## src/rtl/serial_pkg.sv

```systemverilog
// Shared types and constants for the serial transmitter.
// Optional feature macro: SERIAL_TX_PARITY_EN (adds the even-parity state).
package serial_pkg;

    localparam int unsigned DATA_W    = 8;
    localparam int unsigned BIT_IDX_W = 3;

    localparam logic LINE_IDLE  = 1'b1;
    localparam logic LINE_START = 1'b0;
    localparam logic LINE_STOP  = 1'b1;

    typedef enum logic [2:0] {
        IDLE,
        START,
        DATA,
`ifdef SERIAL_TX_PARITY_EN
        PARITY,
`endif
        STOP
    } state_t;

endpackage

```

## src/rtl/bit_timer.sv

```systemverilog
// Bit-period counter: counts 0..CLKS_PER_BIT-1 while enabled and pulses
// bit_done in the last cycle of each bit period.
module bit_timer #(
    parameter int unsigned CLKS_PER_BIT = 4
) (
    input  logic Clk,
    input  logic Reset,
    input  logic en,
    output logic bit_done
);

    localparam int unsigned CNT_W = (CLKS_PER_BIT > 1) ? $clog2(CLKS_PER_BIT) : 1;
    localparam logic [CNT_W-1:0] CNT_MAX = CNT_W'(CLKS_PER_BIT - 1);

    logic [CNT_W-1:0] cnt_q;

    assign bit_done = en && (cnt_q == CNT_MAX);

    // Held at zero while idle so every frame starts on a fresh bit period
    always_ff @(posedge Clk or posedge Reset) begin
        if (Reset) begin
            cnt_q <= '0;
        end else if (!en || bit_done) begin
            cnt_q <= '0;
        end else begin
            cnt_q <= cnt_q + CNT_W'(1);
        end
    end

endmodule

```

## src/rtl/serial_tx.sv

```systemverilog
// Byte-wide serial transmitter: start bit, 8 data bits LSB first, stop bit.
// Define SERIAL_TX_PARITY_EN to insert an even-parity bit before stop.
module serial_tx
    import serial_pkg::*;
#(
    parameter int unsigned CLKS_PER_BIT = 4
) (
    input  logic              Clk,
    input  logic              Reset,
    input  logic [DATA_W-1:0] Data,
    input  logic              Load,
    output logic              Ready,
    output logic              TxOut,
    output logic              Busy
);

    state_t                 state_q, state_d;
    logic [DATA_W-1:0]      shreg_q, shreg_d;
    logic [BIT_IDX_W-1:0]   idx_q, idx_d;
    logic                   tx_q, tx_d;
    logic                   ready_q, ready_d;
    logic                   busy_q, busy_d;
    logic                   bit_done;
`ifdef SERIAL_TX_PARITY_EN
    logic                   parity_q, parity_d;
`endif

    bit_timer #(
        .CLKS_PER_BIT(CLKS_PER_BIT)
    ) u_bit_timer (
        .Clk     (Clk),
        .Reset   (Reset),
        .en      (state_q != IDLE),
        .bit_done(bit_done)
    );

    always_ff @(posedge Clk or posedge Reset) begin
        if (Reset) begin
            state_q  <= IDLE;
            shreg_q  <= '0;
            idx_q    <= '0;
            tx_q     <= LINE_IDLE;
            ready_q  <= 1'b1;
            busy_q   <= 1'b0;
`ifdef SERIAL_TX_PARITY_EN
            parity_q <= 1'b0;
`endif
        end else begin
            state_q  <= state_d;
            shreg_q  <= shreg_d;
            idx_q    <= idx_d;
            tx_q     <= tx_d;
            ready_q  <= ready_d;
            busy_q   <= busy_d;
`ifdef SERIAL_TX_PARITY_EN
            parity_q <= parity_d;
`endif
        end
    end

    // Next state; outputs are derived from the next state so they register in step with it
    always_comb begin
        state_d  = state_q;
        shreg_d  = shreg_q;
        idx_d    = idx_q;
`ifdef SERIAL_TX_PARITY_EN
        parity_d = parity_q;
`endif

        case (state_q)
            IDLE: begin
                if (Load) begin
                    state_d  = START;
                    shreg_d  = Data;
`ifdef SERIAL_TX_PARITY_EN
                    parity_d = ^Data;
`endif
                end
            end
            START: begin
                if (bit_done) state_d = DATA;
            end
            DATA: begin
                if (bit_done) begin
                    if (idx_q == BIT_IDX_W'(DATA_W - 1)) begin
                        idx_d   = '0;
`ifdef SERIAL_TX_PARITY_EN
                        state_d = PARITY;
`else
                        state_d = STOP;
`endif
                    end else begin
                        idx_d   = idx_q + BIT_IDX_W'(1);
                        shreg_d = shreg_q >> 1;
                    end
                end
            end
`ifdef SERIAL_TX_PARITY_EN
            PARITY: begin
                if (bit_done) state_d = STOP;
            end
`endif
            STOP: begin
                if (bit_done) state_d = IDLE;
            end
            default: state_d = IDLE;
        endcase

        case (state_d)
            START:   tx_d = LINE_START;
            DATA:    tx_d = shreg_d[0];
`ifdef SERIAL_TX_PARITY_EN
            PARITY:  tx_d = parity_d;
`endif
            STOP:    tx_d = LINE_STOP;
            default: tx_d = LINE_IDLE;
        endcase

        ready_d = (state_d == IDLE);
        busy_d  = (state_d != IDLE);
    end

    assign TxOut = tx_q;
    assign Ready = ready_q;
    assign Busy  = busy_q;

endmodule

```

## config.mk

```make
export PLATFORM = sky130hd
export DESIGN_NAME = serial_tx
export DESIGN_NICKNAME = d
export VERILOG_FILES = /design/src/rtl/serial_pkg.sv /design/src/rtl/bit_timer.sv /design/src/rtl/serial_tx.sv
export SDC_FILE = /design/constraint.sdc
export NUM_CORES = 1
export LEC_CHECK = 0
export ABC_AREA = 1
export ABC_CLOCK_PERIOD_IN_PS = 3390
export BUFFER_PORTS_ARGS = -buffer_cell sky130_fd_sc_hd__buf_2
export CAP_MARGIN = 20
export CORE_MARGIN = 2
export CORE_UTILIZATION = 58
export DETAILED_ROUTE_END_ITERATION = 6
export GPL_TIMING_DRIVEN = 0
export PLACE_DENSITY = 0.81
export RECOVER_POWER = 50
export SLEW_MARGIN = 20
export SYNTH_ARGS = -nofsm -noshare
export SYNTH_HDL_FRONTEND = slang
export SYNTH_HIERARCHICAL = 1
export SYNTH_SLANG_ARGS = --single-unit
```

## constraint.sdc

```tcl
create_clock -name Clk -period 3.39 [get_ports Clk]
set_clock_uncertainty 0.1 [all_clocks]
set_input_delay 0.339 -clock Clk [delete_from_list [all_inputs] [get_ports Clk]]
set_output_delay 0.339 -clock Clk [all_outputs]
set_load 0.005 [all_outputs]
```

# Word level (Yosys, flattened, before mapping)
# Index checks and enable logic that the tools add are counted.
totals:
  ff_bits: 19
  latch_bits: 0
  ramBits: 0
  mem_bits_ro: 0
  input_bits: 11
  out_inout_bits: 3
  elab_cells: 43
  n_memories: 0
op_classes:
  add_sub_neg: 2
  mul: 0
  div: 0
  order_cmp: 0
  eq_ne: 10
  shifts: 0
  muxes: 13
  bitwise: 0
  reduce_logical: 10
op_table:
  columns: ["op", "count"]
  rows:
  - ["$mux W8", 3]
  - ["$mux W3", 6]
  - ["$pmux W8 S2", 1]
  - ["$pmux W3 S4", 1]
  - ["$eq A3 B2 Y1 const B", 3]
  - ["$eq A3 B1 Y1 const B", 2]
  - ["$logic_not A3 Y1", 2]
  - ["$reduce_bool A3 Y1", 2]
  - ["$ne A2 B2 Y1 const B", 2]
  - ["$reduce_and A4 Y1", 1]
  - ["$add A3 B1 Y3 const B", 1]
  - ["$eq A3 B3 Y1 const B", 1]
  - ["$add A2 B1 Y2 const B", 1]
  - ["$eq A2 B2 Y1 const B", 1]
  - ["$mux W2", 1]
  - ["$ne A2 B1 Y1 const B", 1]
  - ["$pmux W1 S2", 1]
  - ["$reduce_and A2 Y1", 1]
  - ["$reduce_bool A2 Y1", 1]
  - ["$logic_and A1 B1 Y1", 1]
  - ["$logic_not A1 Y1", 1]
  - ["$logic_or A1 B1 Y1", 1]

# Depth between registers and ports, before layout
# Gate-level depths: netlist of the first run.
logic_depth:
  word_depth: 6
  mapped_depth: 12
  ltp_nobuf: 11

# By module
# Netlist of the first run, hierarchy kept.
modules_own_cells:
  columns: ["module", "n_inst", "cells_per_inst", "area_per_inst_um2", "seq_area_each_um2"]
  rows:
  - ["serial_tx", 1, 92, 849.6, 427.9]
  - ["bit_timer", 1, 11, 92.6, 50.0]

# Worst setup path before layout of the first run
# Ideal clock, no wire load.
synth_path:
  path_type: "reg-to-reg"
  start: "reg idx_q[0]"
  end: "reg shreg_q[6]"
  setup_ps: 130
  arrival_ps: 1372
  t_required_ps: 3160
  setup_slack_ps: 1788
  stages_incl_launch_ff: 9
  n_path_buf: 0
  synth_period_minus_slack_ps: 1602
  path_cell_list: "dfrtp_1 ha_1 ha_1 nor2_8 nand3_1 nand2_1 inv_1 nand2_1 o211ai_1"
synth_via:
  elab_chain_cells: 3
synth_lines:
  columns: ["item", "line_no", "rtl"]
  rows:
  - ["start: declaration", "serial_tx.sv:19", "logic [BIT_IDX_W-1:0] idx_q, idx_d;"]
  - ["start signal: assignment", "serial_tx.sv:51", "idx_q <= idx_d;"]
  - ["$eq A3 B3 Y1", "serial_tx.sv:85", "if (idx_q == BIT_IDX_W'(DATA_W - 1)) begin"]
  - ["$ne A2 B2 Y1 (no source line)", null, null]
  - ["$reduce_and A4 Y1 (no source line)", null, null]
  - ["end signal: assignment", "serial_tx.sv:50", "shreg_q <= shreg_d;"]
  - ["end: declaration", "serial_tx.sv:18", "logic [DATA_W-1:0] shreg_q, shreg_d;"]
# Every way passes these cells.
# A chain may end at the register's enable or synchronous reset.

# Worst setup path in the final report of the first run
layout_path:
  start: "reg state_q[0]"
  end: "reg idx_q[2]"
layout_via:
  elab_chain_cells: 3
  elab_cells_between_ends: 4
  classes_between: "eq/ne (1); reduce/logical (3)"
layout_lines:
  columns: ["item", "line_no", "rtl"]
  rows:
  - ["start: declaration", "serial_tx.sv:17", "state_t state_q, state_d;"]
  - ["start signal: assignment", "serial_tx.sv:49", "state_q <= state_d;"]
  - ["$reduce_bool A3 Y1", "serial_tx.sv:33", ".en (state_q != IDLE),"]
  - ["$logic_and A1 B1 Y1", "bit_timer.sv:17", "assign bit_done = en && (cnt_q == CNT_MAX);"]
  - ["via bit_done", "serial_tx.sv:23", "logic bit_done;"]
  - ["$reduce_and A2 Y1 (no source line)", null, null]
# The timed path passes the listed nets, and every way through them passes these cells.

==> summary.md, run 1 <==
| Metric | Value |
|---|---|
| Outcome | completed |
| Htree depth | 1 |
| Drt first pass iters | 4 |
| Post-DP HPWL | 1.219 mm |
| Fin. max-slew vios | 0 |
| First DRT Iteration DRCs | 14 |
| DR vias | 720 |
| Row Count | 14 |
| Final Hold Violating Endpoints | 0 |
| CP endpoint kind | register |
| Clk buf depth | 2 |
| Final nets | 136 |
| DR DRC count | 0 |
| Max Cap Viol | 0 |
| First-pass GRT wire length | 2.753 mm |
| Setup bufs post-CTS | 0 |
| Setup slack, reg-to-reg | 1.31 ns |
| #FFs+latches synth | 19 |
| Area share of the largest cell type after synthesis | 45.15% |
| CP max FO | 8 |
| Crit start category | register |
| Clock slew seen by the registers of the worst setup and hold paths | 0.10 ns |
| HP Class | in2reg |
| Layout cells sized above 1 | 23.14% |
| Main combinational cell family by area after synthesis | simple AND/OR/NAND/NOR gates |
| Unrepaired setup endpoints after global routing | false |
| Crit path DAT | 2.14 ns |
| Layout area overhead | 11.15% |
| Post-Syn Area | 942.2 um^2 |
| Finish-stage setup viols | 0 |
| Fmax | 480.0 MHz |
| Pwr/cell area | 454.0 nW/um^2 |
| Mapped Nets | 117 |
| Worst R2R Path Depth | 8 |
| Total Neg Setup Slack | 0 ns |
| Fill cell count | 123 |
| Worst setup path start | state_q[0] |
| Initial antenna violation count | 0 |
| Reg-to-reg startpoint | state_q[0] |
| Starting Density | 62.54% |
| Static leakage power | 0.0005376 uW |
| Die H | 44.31 um |
| Synth Warn # | 6 |
| CTS sink cnt | 19 |
| I/O pins | 14 |
| Hold wc startpoint | Data[7] |
| Final WL | 1.550 mm |
| Worst setup margin | 1.307 ns |
| Worst hold slack | 0.1514 ns |
| Mux share of post-synthesis cell area | 0% |
| Top cells by area, synth | dfrtp_1 (45%), nand2_1 (9.6%), nand3_1 (8.5%) |
| CTS tree | built |
| Post-Synth XOR/XNOR Area | 0% |
| Via density | 5.255 |
| Post-synthesis compound-gate area fraction | 5.312% |
| Core Area | 1506 um^2 |
| Synth cell types | 21 |
| Final worst-path cycle share | 61.45% |
| Synth area leader | dfrtp_1 |
| RR Endpoint | idx_q[2] |
| Port-buffer cells | 13 |
| Slew HR | 59.35% |
| Sequential share of the synthesized area | 50.73% |
| CTS Buf Count | 3 |
| Tmin final | 2.083 ns |
| Tightest Pin Transition | 0.6091 ns |
| Post-Synth Adder-Cell Area | 3.984% |
| Gr ovfl total | 0 |
| Number of global-route vias before repair | 737 |
| Post-Synth Simple-Gate Area | 32.01% |
| Die Area | 1963 um^2 |
| Gr usage total | 19.00% |
| Die W | 44.31 um |
| ANT cells | 0 |
| GP Congestion | 0.7750 |
| Skew-Pair Late Insertion Delay | 0.30 ns |
| Peak VDD IR | 0.2971 mV |
| Mean Syn Cell Area | 9.147 um^2 |
| Hold depth | 3 |
| Final antenna-violating net count | 0 |
| Post-Synthesis Cells | 103 |
| WL per Instance | 11.31 um |
| Worst EP required | 3.45 ns |
| Dpl ws | 1.591 ns |
| Hold EP | shreg_q[7] |
| Clk root buf | clkbuf_4 |
| CP Class | reg2reg |
| Maximum number of pins on one net before global-route repair | 18 |
==> through the flow <==
stage / std cells / instance area, um^2 / power, uW / utilization (%)
2_1_floorplan: 103 / 942.2 / 345.4 / -
3_3_place_gp: 132 / 1027 / 366.1 / 68.19
3_5_place_dp: 132 / 1027 / 372.4 / 68.19
4_1_cts: 137 / 1064 / 483.3 / 70.60
5_1_grt: 137 / 1047 / 505.1 / 69.52
6_report: 137 / 1047 / 475.4 / 69.52
==> layout by cell type (no fill, tap or decap) <==
cell	Yosys	final
a21oi_1	3	3
buf_2	0	12
clkbuf_1	0	3
clkbuf_4	0	3
conb_1	1	1
dfrtp_1	17	17
dfstp_2	2	2
dlygate4sd3_1	0	1
ha_1	3	3
inv_1	13	13
inv_2	3	3
nand2_1	24	24
nand3_1	16	16
nand3_2	4	4
nand4_1	2	2
nor2_1	2	3
nor2_2	1	1
nor2_4	2	1
nor2_8	1	1
nor3_4	1	1
nor4_1	1	1
o211ai_1	1	1
o21a_1	1	1
o21ai_0	4	4
==> power breakdown <==
group          switching [uW]  internal, uW  leakage, uW
clock                    65.2          45.9    0.0000150
sequential               15.6           260     0.000239
combinational            55.5          33.1     0.000284
total                     136           339     0.000538
==> worst max path at each step <==
stage,to,slack [ns],cells after the start
global route,idx_q[2],1.06,8
CTS,idx_q[2],1.56,7
floorplan,shreg_q[6],1.79,8
global placement,shreg_q[6],1.64,11
detailed placement,idx_q[2],1.59,7
finish,idx_q[2],1.31,8
==> sequential cells by signal, summed over array words and instances, names as in the netlist <==
register,count
u_bit_timer/cnt_q,2
Ready,1
idx_q,3
Busy,1
TxOut,1
state_q,3
shreg_q,8
==> layer usage <==
metal / vias to the layer above / GRT usage, % / wire (um)
li1: 369 / - / -
met1: 333 / 22.22 / 681
met2: 13 / 32.94 / 770
met3: 5 / 2.857 / 65
met4: 0 / 10.91 / 32
met5: - / 0 / 0
==> kinds of logic (layout without fill, tap and decap cells) <==
logic type | Yosys count | count (layout)
simple gates | 54 | 54
flops | 19 | 19
buf+inv | 17 | 35
compound gates | 9 | 9
fa+ha+maj | 3 | 3
other cells | 1 | 1
==> critical path, stage by stage (launching register included) <==
cell and delay, ns:
dfrtp_1 0.33, clkbuf_1 0.33, nor2_1 0.18, nand2_1 0.11, nand2_1 0.05, inv_1 0.12
inv_2 0.10, nor4_1 0.47, o21ai_0 0.15
==> cells in the mapped netlist <==
cell type  count
dfrtp_1       17
a21oi_1        3
dfstp_2        2
o21ai_0        4
nor2_8         1
nand4_1        2
nand3_2        4
o21a_1         1
nor2_1         2
nor4_1         1
nor2_4         2
ha_1           3
nor3_4         1
nand3_1       16
conb_1         1
inv_2          3
nor2_2         1
nand2_1       24
inv_1         13
buf_6          1
o211ai_1       1
==> what timing repair did <==
| item | 4_1_cts | 5_1_grt |
|---|---|---|
| hold buffers | 1 | 0 |
| hold endpoints to repair | 2 | 0 |
| gates resized for setup | 0 | 0 |
==> layout make-up <==
type / count / area [um^2] / share of cell area [%]
Buffer: 1 / 3.754 / 0.3584
Clock buffer: 4 / 26.28 / 2.509
Inverter: 16 / 60.06 / 5.735
Multi-Input combinational cell: 67 / 385.4 / 36.80
Sequential cell: 19 / 478.0 / 45.64
Tap cell: 16 / 20.02 / 1.912
Timing Repair Buffer: 14 / 73.82 / 7.049
No activity file was read; power rests on OpenSTA's default activity.
==> run 2: changes to the inputs <==
Settings changed: ABC_CLOCK_PERIOD_IN_PS 3390 to 2000, CORE_UTILIZATION 58 to 54, PLACE_DENSITY 0.81 to 0.76.
Clock period 3.39 ns to 2 ns, I/O delays scaled along.
==> run 2 against run 1 <==
Net effect: sequential power increased by 70%; cell count up 0.73%; count of clock-buffer cells in the layout is 1 lower; critical path depth unchanged; cell area grew 1.7%; worst hold slack lost 0.14 ns; fmax grew 15%; via count shrank 0.14%; combinational power up 75%; worst setup slack lost 1.1 ns; critical endpoint unchanged; largest power group unchanged.
==> summary.md, run 2 (synthesis gave the netlist of run 1 again) <==
| Metric | Value |
|---|---|
| HP Class | in2reg |
| Slew HR | 57.65% (-1.7 points) |
| Number of global-route vias before repair | 615 (-17%) |
| CTS sink cnt | 19 (unchanged) |
| CTS tree | built |
| Pwr/cell area | 765.2 nW/um^2 (+69%) |
| Post-DP HPWL | 1.192 mm (-2.1%) |
| First-pass GRT wire length | 2.580 mm (-6.3%) |
| Worst hold slack | 0.01516 ns (-0.1362 ns) |
| DR DRC count | 0 (unchanged) |
| CTS Buf Count | 3 (unchanged) |
| Worst EP required | 2.12 ns (-1.33 ns) |
| Clk root buf | clkbuf_4 |
| Port-buffer cells | 13 (unchanged) |
| I/O pins | 14 (unchanged) |
| Die H | 45.77 um (+3.3%) |
| Tmin final | 1.819 ns (-0.2645 ns) |
| GP Congestion | 0.7638 (-1.4%) |
| Tightest Pin Transition | 0.6345 ns (+0.02545 ns) |
| Most flops, register | shreg_q |
| DR vias | 719 (-0.14%) |
| Die Area | 2095 um^2 (+6.7%) |
| Htree depth | 1 (unchanged) |
| CP Buf/Inv Count | 3 (unchanged) |
| Max reg flops | 8 (unchanged) |
| CP endpoint kind | register |
| Leading cell type in the layout, fill and taps excluded | nand2_1 |
| Critical Path, Cell by Cell | inv_2 -> nand2_1 -> nand2_1 -> inv_1 -> inv_2 -> nor4_1 -> nand2_1 -> o21ai_0 |
| CP max FO | 6 (-2) |
| WL per Instance | 11.49 um (+1.6%) |
| Outcome | completed |
| Finish-stage setup viols | 0 (unchanged) |
| Peak VDD IR | 0.5641 mV (+90%) |
| Starting Density | 55.78% (-6.8 points) |
| Crit path DAT | 1.94 ns (-0.20 ns) |
| Resize count post-CTS | 0 (unchanged) |
| Layout area overhead | 13.01% |
| Final antenna-violating net count | 0 (unchanged) |
| Initial antenna violation count | 0 (unchanged) |
| Biggest regs | shreg_q: 8 flops, idx_q: 3 flops, state_q: 3 flops |
| Clk buf depth | 2 (unchanged) |
| Core Area | 1689 um^2 (+12%) |
| Met1 Usage GRT | 23.41% (+1.2 points) |
| CP Class | reg2reg |
| Worst path slowest cell | nor4_1 |
| Unrepaired setup endpoints after global routing | false |
| Final cell count without fillers | 138 (+0.73%) |
| Crit start category | register |
| Met2 Resource Use GR | 27.61% (-5.3 points) |
| Largest stage delay, worst path | 0.51 ns (+0.04 ns) |
| Fin. max-slew vios | 0 (unchanged) |
| Gr usage total | 17.44% (-1.6 points) |
| First DRT Iteration DRCs | 19 (+5) |
| Top delay family on crit path | simple AND/OR/NAND/NOR gates |
| Clock slew seen by the registers of the worst setup and hold paths | 0.11 ns (about the same) |
| Final nets | 136 (unchanged) |
| Die W | 45.77 um (+3.3%) |
| Total Neg Setup Slack | 0 ns (unchanged) |
| Drt first pass iters | 4 (unchanged) |
| Fmax | 549.8 MHz (+15%) |
| Row Count | 15 (+1) |
| Final WL | 1.586 mm (+2.3%) |
| Layout cells sized above 1 | 25.62% (+2.5 points) |
| Gr busiest metal | met2 |
| Maximum number of pins on one net before global-route repair | 18 (unchanged) |
| Static leakage power | 0.0005466 uW (+1.7%) |
| Final Hold Violating Endpoints | 0 (unchanged) |
| Max Cap Viol | 0 (unchanged) |
| Most numerous cell on the critical path | nand2_1 |
| Final worst-path cycle share | 90.94% (+29 points) |
| Gr ovfl total | 0 (unchanged) |
| Commonest cells after routing, fill and taps aside | nand2_1 (24), dfrtp_1 (17), nand3_1 (16), inv_1 (13), buf_2 (12) |
| M3 GR Usage | 4.762% (+1.9 points) |
| ANT cells | 0 (unchanged) |
| Skew-Pair Late Insertion Delay | 0.29 ns (about the same) |
| Via density | 5.210 (-0.86%) |
| Placed Cells | 133 (+0.76%) |
-- run 2: cell types whose count changed in the layout (fill, tap and decap cells not counted), sizes merged --
cell,before,now
clkinv,0,1
buf,12,13
clkbuf,6,4
-- run 2: per-layer routing --
| layer | vias up | routed length, um |
|---|---|---|
| li1 | 368 | - |
| met5 | - | 0 |
| met2 | 15 | 771 |
| met3 | 2 | 52 |
| met4 | 0 | 12 |
| met1 | 334 | 750 |
-- run 2: what timing repair did --
| item | 4_1_cts | 5_1_grt |
|---|---|---|
| buffers inserted | 0 | 0 |
| setup endpoints to repair | 0 | 0 |
| endpoints found under the hold margin | 17 | 0 |
| hold buffers | 1 | 0 |
-- run 2: worst register-to-register path, stage by stage, from the launching register on --
cell and delay (ns):
dfrtp_1 0.46, inv_2 0.10, nand2_1 0.10, nand2_1 0.05
inv_1 0.11, inv_2 0.09, nor4_1 0.51, nand2_1 0.12
o21ai_0 0.10
-- run 2: worst paths after layout --
check | depth (start not counted) | start | to | slack, ns
worst max-delay path | 8 | state_q[1] | idx_q[2] | 0.18
worst min-delay path | 3 | Data[7] | shreg_q[7] | 0.02
worst max register to register | 8 | state_q[1] | idx_q[2] | 0.18
worst min register to register | 1 | u_bit_timer/cnt_q[0] | u_bit_timer/cnt_q[0] | 0.35
max in group asynchronous | 3 | Reset | shreg_q[6] | 0.98
min in group asynchronous | 3 | Reset | u_bit_timer/cnt_q[0] | 0.17
-- run 2: final cells by class --
type	instances	area [um^2]
Timing Repair Buffer	14	73.82
Sequential cell	19	478.0
Clock inverter	1	5.005
Tap cell	17	21.27
Buffer	1	11.26
Fill cell	149	624.3
Inverter	16	60.06
Clock buffer	3	22.52
Multi-Input combinational cell	67	392.9
-- run 2: per-stage QoR --
step / total power (uW) / setup slack, ns / utilization, % / area [um^2]
floorplan: 585.4 / 0.3977 / - / 942.2
global placement: 620.6 / 0.2613 / 60.89 / 1028
detailed placement: 632.7 / 0.2104 / 60.89 / 1028
CTS: 824.9 / 0.1653 / 63.11 / 1066
global route: 869.9 / 0.01438 / 63.04 / 1065
finish: 814.7 / 0.1812 / 63.04 / 1065
-- run 2: power by group --
| part | leakage, uW | internal (uW) | total (uW) | switching [uW] |
|---|---|---|---|---|
| logic | 0.000290 | 59.6 | 155 | 95.1 |
| clock network | 0.0000177 | 74.3 | 192 | 117 |
| registers | 0.000239 | 441 | 468 | 27.4 |
